## src/rtl/stat_resp_misr.sv

```systemverilog
// Response compactor: folds 32-bit benchmark output vectors into a MISR and hands off the
// final signature over valid/ready. Optional golden compare enabled by STAT_MISR_GOLDEN_CMP_EN.
module stat_resp_misr #(
  parameter int unsigned       WIDTH = 32,
  parameter logic [WIDTH-1:0]  POLY  = 32'h04C1_1DB7,
  parameter logic [WIDTH-1:0]  SEED  = 32'h0000_0000,
  parameter int unsigned       CNT_W = 16
) (
  input  logic             clk_i,
  input  logic             rst_i,
  input  logic             start_i,
  input  logic [CNT_W-1:0] pattern_count_i,
  input  logic             resp_valid_i,
  output logic             resp_ready_o,
  input  logic [WIDTH-1:0] resp_data_i,
  output logic             sig_valid_o,
  input  logic             sig_ready_i,
  output logic [WIDTH-1:0] signature_o,
  output logic [CNT_W-1:0] beats_done_o,
  output logic             busy_o
`ifdef STAT_MISR_GOLDEN_CMP_EN
  ,
  input  logic [WIDTH-1:0] golden_i,
  output logic             pass_o
`endif
);

  typedef enum logic [1:0] {StIdle, StRun, StDone} state_e;

  state_e             state_q, state_d;
  logic [WIDTH-1:0]   sig_q, sig_d;
  logic [CNT_W-1:0]   beats_q, beats_d;
  logic [CNT_W-1:0]   target_q, target_d;
  logic [CNT_W-1:0]   beats_inc;
  logic [WIDTH-1:0]   sig_step;

  assign beats_inc = beats_q + CNT_W'(1);
  assign sig_step  = {sig_q[WIDTH-2:0], 1'b0} ^ (sig_q[WIDTH-1] ? POLY : '0) ^ resp_data_i;

  always_comb begin
    state_d  = state_q;
    sig_d    = sig_q;
    beats_d  = beats_q;
    target_d = target_q;
    unique case (state_q)
      StIdle: begin
        if (start_i) begin
          sig_d    = SEED;
          beats_d  = '0;
          target_d = pattern_count_i;
          state_d  = (pattern_count_i == '0) ? StDone : StRun;
        end
      end
      StRun: begin
        // resp_ready is high throughout RUN, so a valid beat is an accepted beat
        if (resp_valid_i) begin
          sig_d   = sig_step;
          beats_d = beats_inc;
          if (beats_inc == target_q) state_d = StDone;
        end
      end
      StDone: begin
        if (sig_ready_i) state_d = StIdle;
      end
      default: state_d = StIdle;
    endcase
  end

  always_ff @(posedge clk_i) begin
    if (rst_i) begin
      state_q  <= StIdle;
      sig_q    <= SEED;
      beats_q  <= '0;
      target_q <= '0;
    end else begin
      state_q  <= state_d;
      sig_q    <= sig_d;
      beats_q  <= beats_d;
      target_q <= target_d;
    end
  end

  assign resp_ready_o = (state_q == StRun);
  assign sig_valid_o  = (state_q == StDone);
  assign busy_o       = (state_q != StIdle);
  assign signature_o  = sig_q;
  assign beats_done_o = beats_q;

`ifdef STAT_MISR_GOLDEN_CMP_EN
  logic pass_q, pass_d;

  // Compare once on DONE entry against the signature being committed; hold through DONE.
  always_comb begin
    pass_d = 1'b0;
    if (state_d == StDone) begin
      pass_d = (state_q == StDone) ? pass_q : (sig_d == golden_i);
    end
  end

  always_ff @(posedge clk_i) begin
    if (rst_i) pass_q <= 1'b0;
    else       pass_q <= pass_d;
  end

  assign pass_o = pass_q;
`endif

endmodule

```

## config.mk

```make
export PLATFORM = sky130hd
export DESIGN_NAME = stat_resp_misr
export DESIGN_NICKNAME = d
export VERILOG_FILES = /design/src/rtl/stat_resp_misr.sv
export SDC_FILE = /design/constraint.sdc
export NUM_CORES = 1
export LEC_CHECK = 0
export ABC_CLOCK_PERIOD_IN_PS = 4900
export CORE_MARGIN = 4
export CORE_UTILIZATION = 30
export CTS_BUF_LIST = sky130_fd_sc_hd__clkbuf_4
export DETAILED_ROUTE_END_ITERATION = 8
export GPL_TIMING_DRIVEN = 0
export PLACE_DENSITY_LB_ADDON = 0.2
export SYNTH_ARGS = -nofsm -noshare
export SYNTH_HDL_FRONTEND = slang
export SYNTH_SLANG_ARGS = --single-unit
```

## constraint.sdc

```tcl
create_clock -name clk_i -period 4.9 [get_ports clk_i]
set_input_delay 0.735 -clock clk_i [delete_from_list [all_inputs] [get_ports clk_i]]
set_output_delay 0.735 -clock clk_i [all_outputs]
set_load 0.02 [all_outputs]
```

# Word-level counts from Yosys, hierarchy flattened
# Index checks and enable logic that the tools add are counted.
# op_classes
add_sub_neg	1
eq_ne	7
mux	13
bitwise_logic	2
n_reduce_logical	7
# ops
operator	count
$mux 32	2
$pmux 32 s2	1
$mux 16	2
$pmux 16 s2	1
$xor 32x27->32	1
$xor 32x32->32	1
$mux 27	1
$add 16x1->16 const B	1
$eq 16x16->1	1
$logic_not 16->1	1
$mux 2	5
$pmux 2 s3	1
$ne 2x1->1 const B	2
$ne 2x2->1 const B	2
$reduce_and 4->1	1
$reduce_bool 2->1	2
$reduce_and 3->1	1
$eq 2x1->1 const B	1
$eq 2x2->1 const B	1
$logic_not 2->1	1
$reduce_and 2->1	1
# totals
ff_bits	66
elab_cells	34

# Logic depth before layout (Yosys ltp)
# logic_depth
word_depth	5
depth_mapped	10

# Least setup slack after synthesis
# No wires, ideal clock.
# synth_timing
path_kind	register -> register
start	register beats_q[0], in the netlist beats_done_o[0]
end	register state_q[0]
setup_ps	138
arrival_ps	2165
t_required_ps	4762
slack_ps	2597
path_stages_with_launch	8
synth_period_minus_slack_ps	2303
path_cell_list	dfxtp_1 ha_1 nand3_1 or4b_1 o311ai_0 o22ai_1 a2111oi_2 a2111oi_1
# synth_via
elab_chain_cells	4
# synth_rtl
element	line_no	text
start, declared	32	logic [CNT_W-1:0] beats_q, beats_d;
start signal, assigned	78	beats_q <= beats_d;
$add 16x1->16	37	assign beats_inc = beats_q + CNT_W'(1);
$eq 16x16->1	59	if (beats_inc == target_q) state_d = StDone;
$ne 2x1->1 (no source line)	n/a	
$reduce_and 4->1 (no source line)	n/a	
end signal, assigned	71	state_q <= StIdle;
end signal, assigned	76	state_q <= state_d;
end, declared	30	state_e state_q, state_d;
# Every way passes these cells.
# A chain may end at the register's enable or synchronous reset.

# Final worst setup path
# Ends and elaborated chain as after synthesis.

==> impl_metrics.py <==
metrics = {
    "run_status": {
        "outcome": "completed",
    },
    "worst_setup_path": {
        "r2r_slack_ns": 2.27,
        "slowest_delay_ns": 0.53,
        "critPathKind": "reg2reg",
        "crit_family": "compound AO/OA/AOI/OAI gates",
        "path_buf_inv": 0,
        "cp-end-kind": "flip-flop",
        "arrival_ns": 2.90,
        "crit_path_top_delay_cell": "dfxtp_1",
        "path_cells": "ha_1 > and3_2 > nand3_1 > a2111oi_0 > o2111ai_1 > a2111oi_2 > a2111oi_1",
        "critPathMaxFanout": 8,
        "crit_path_start_kind": "flip-flop",
        "critical_path_required_ns": 5.17,
    },
    "logic_synthesis": {
        "syn_area_um2": 3560,
        "synth-edff-count": 0,
        "synthTopCellsByArea": "dfxtp_1, xnor2_1, a21oi_1, nor2_1, nand2_1",
        "syn_nets": 498,
        "yosysWarnings": 0,
        "yosysTopAreaCell": "dfxtp_1",
        "synth_top_area_share_pct": 37.1,
        "yosys-top-cells-count": "dfxtp_1, xnor2_1, nor2_1, a21oi_1, nand2_1",
        "syn_inst": 444,
        "async_reset_ff_share_pct": 0,
        "avgSynthCellArea_um2": 8.03,
        "synth_cell_types": 52,
        "yosysMostFrequentCell": "dfxtp_1",
        "ys_seq_area_share_pct": 37.1,
        "synth-seq-cells": 66,
        "ys.flop_type": "dfxtp_1",
    },
    "floorplan": {
        "coreArea_um2": 11500,
        "start_util_pct": 30.9,
        "dieArea_um2": 13700,
        "die_h_um": 117,
        "pin_count": 104,
        "die_w_um": 117,
        "num_rows": 39,
    },
    "power_and_ir_drop": {
        "powerDensity_nw_per_um2": 265,
        "p_leak_nw": 1.66,
        "ir_worst_vdd_uv": 153,
        "power_mw": 1.31,
    },
    "global_route": {
        "overflow": 0,
        "grt_pass1_vias": 3446,
        "grt_antenna_before_repair": 0,
        "track_usage_pct": 16.3,
        "grt_pass1_wl_mm": 17.5,
        "grt_max_degree": 12,
    },
    "sta": {
        "rsz0062_at_grt": "false",
        "skew_ns": 0.0121,
        "fin_crit_sh_pct": 53.7,
        "setup_viol_count_final": 0,
        "worstMarginPinSlew_ns": 0.700,
        "hold_viol": 0,
        "fin_crit_ns": 2.63,
        "slew_violations": 0,
        "fin_setup_tns_ns": 0,
        "slew_headroom_pct": 53.4,
        "holdWs_ns": 0.477,
        "max_freq_mhz": 380,
    },
    "clocking": {
        "htreeDepth": 3,
        "holdBufCountCts": 0,
        "clk_latency_ns": 0.42,
        "path_clk_slew_ns": 0.10,
        "cts_resized": 0,
        "post_cts_buffers": 0,
        "cts_tree": "yes",
        "clockBufferDepth": 2,
        "cts.sinks": 66,
        "root_buffer": "clkbuf_4",
        "cts_buffers": 9,
    },
    "drt": {
        "drc_errors": 0,
        "drtIter0Drc": 224,
        "routedWlPerCell_um": 15.4,
        "drt_wl_total_mm": 10.9,
        "ant_nets": 0,
        "first_pass_iters": 4,
        "vias": 3539,
        "via_per_inst": 5.02,
    },
    "hold_path": {
        "hold_class": "reg2reg",
    },
    "finish": {
        "syn2layout_area_growth_pct": 38.6,
        "nets": 611,
        "antennaDiodeCount": 0,
        "n_fill_cell": 1188,
        "drive_gt1_share_pct": 6.58,
    },
    "place": {
        "place.detailed.hpwl_mm": 8.42,
        "globalplace.congestion": 0.841,
        "io_buffers": 102,
    },
    "run": {
        "cap_violations": 0,
    },
}
path summary, 6_finish.rpt:
kind                                endpoint  cells after the start       startpoint
worst max-delay path              state_q[0]                      7  beats_done_o[0]
worst min-delay path            target_q[14]                      2     target_q[14]
worst max register to register    state_q[0]                      7  beats_done_o[0]
worst min register to register  target_q[14]                      2     target_q[14]
cells in the final DEF, fill, tap and decap left out, types with 4 or more instances in the layout:
cell | synthesis | layout
nor3_1 | 24 | 24
a311oi_1 | 5 | 5
inv_1 | 4 | 4
buf_2 | 6 | 6
xnor2_1 | 59 | 59
nand3_1 | 7 | 7
nor2b_1 | 6 | 6
dfxtp_1 | 66 | 66
clkdlybuf4s50_1 | 0 | 102
clkbuf_4 | 0 | 9
nand2_1 | 45 | 45
a21oi_1 | 50 | 50
xor2_1 | 5 | 5
nor2_1 | 57 | 57
nand4_1 | 6 | 6
buf_4 | 4 | 4
o21ai_0 | 12 | 12
a22oi_1 | 15 | 15
clkbuf_1 | 23 | 23
nor4_1 | 7 | 7
worst min-delay path: stages, from the launching register on:
cell and delay (ns):
dfxtp_1 0.34, nand2_1 0.05, a21oi_1 0.05
routing by layer:
metal	vias to the layer above	share of wire [%]	GRT usage, %
met2	76	49	27.3
li1	1774	-	-
met5	-	0	0
met3	9	6.3	5.19
met1	1680	44	20.8
met4	0	0.87	3.44
stage by stage:
step / instance area [um2] / setup WS (ns) / instances / util, %
6_report: 4940 / 2.27 / 705 / 42.9
5_1_grt: 4940 / 1.94 / 705 / 42.9
4_1_cts: 4940 / 2.25 / 705 / 42.9
3_5_place_dp: 4760 / 2.06 / 689 / 41.4
3_3_place_gp: 4760 / 2.08 / 689 / 41.4
2_1_floorplan: 3560 / 2.60 / 444 / -
registers in the layout, summed over array words and instances, names as in the netlist:
name          count
state_q           2
beats_done_o     16
target_q         16
signature_o      32
report_power, final:
part	internal (mW)	switching (mW)	leakage (nW)
registers	0.559	0.0221	0.536
logic	0.130	0.145	1.03
clock network	0.253	0.198	0.0948
final cells by class:
cell class	instances	area (um2)	share of cell area (%)
multi-input combinational	339	2070	41.9
sequential	66	1320	26.8
timing repair buffer	102	1020	20.7
tap	143	179	3.62
buffer	35	156	3.17
clock inverter	7	108	2.18
clock buffer	9	67.6	1.37
inverter	4	15.0	0.304
cells by family (layout without fill, tap and decap cells):
kind of cell	after synthesis	in the layout	synth area share, %
flops	66	66	37.1
buf+inv	39	157	4.81
fa+ha+maj	1	1	0.351
compound gates	96	96	16.5
xor+xnor	64	64	15.7
simple gates	176	176	25.0
mux	2	2	0.562
Note: power is estimated with default switching activity, not from simulation.
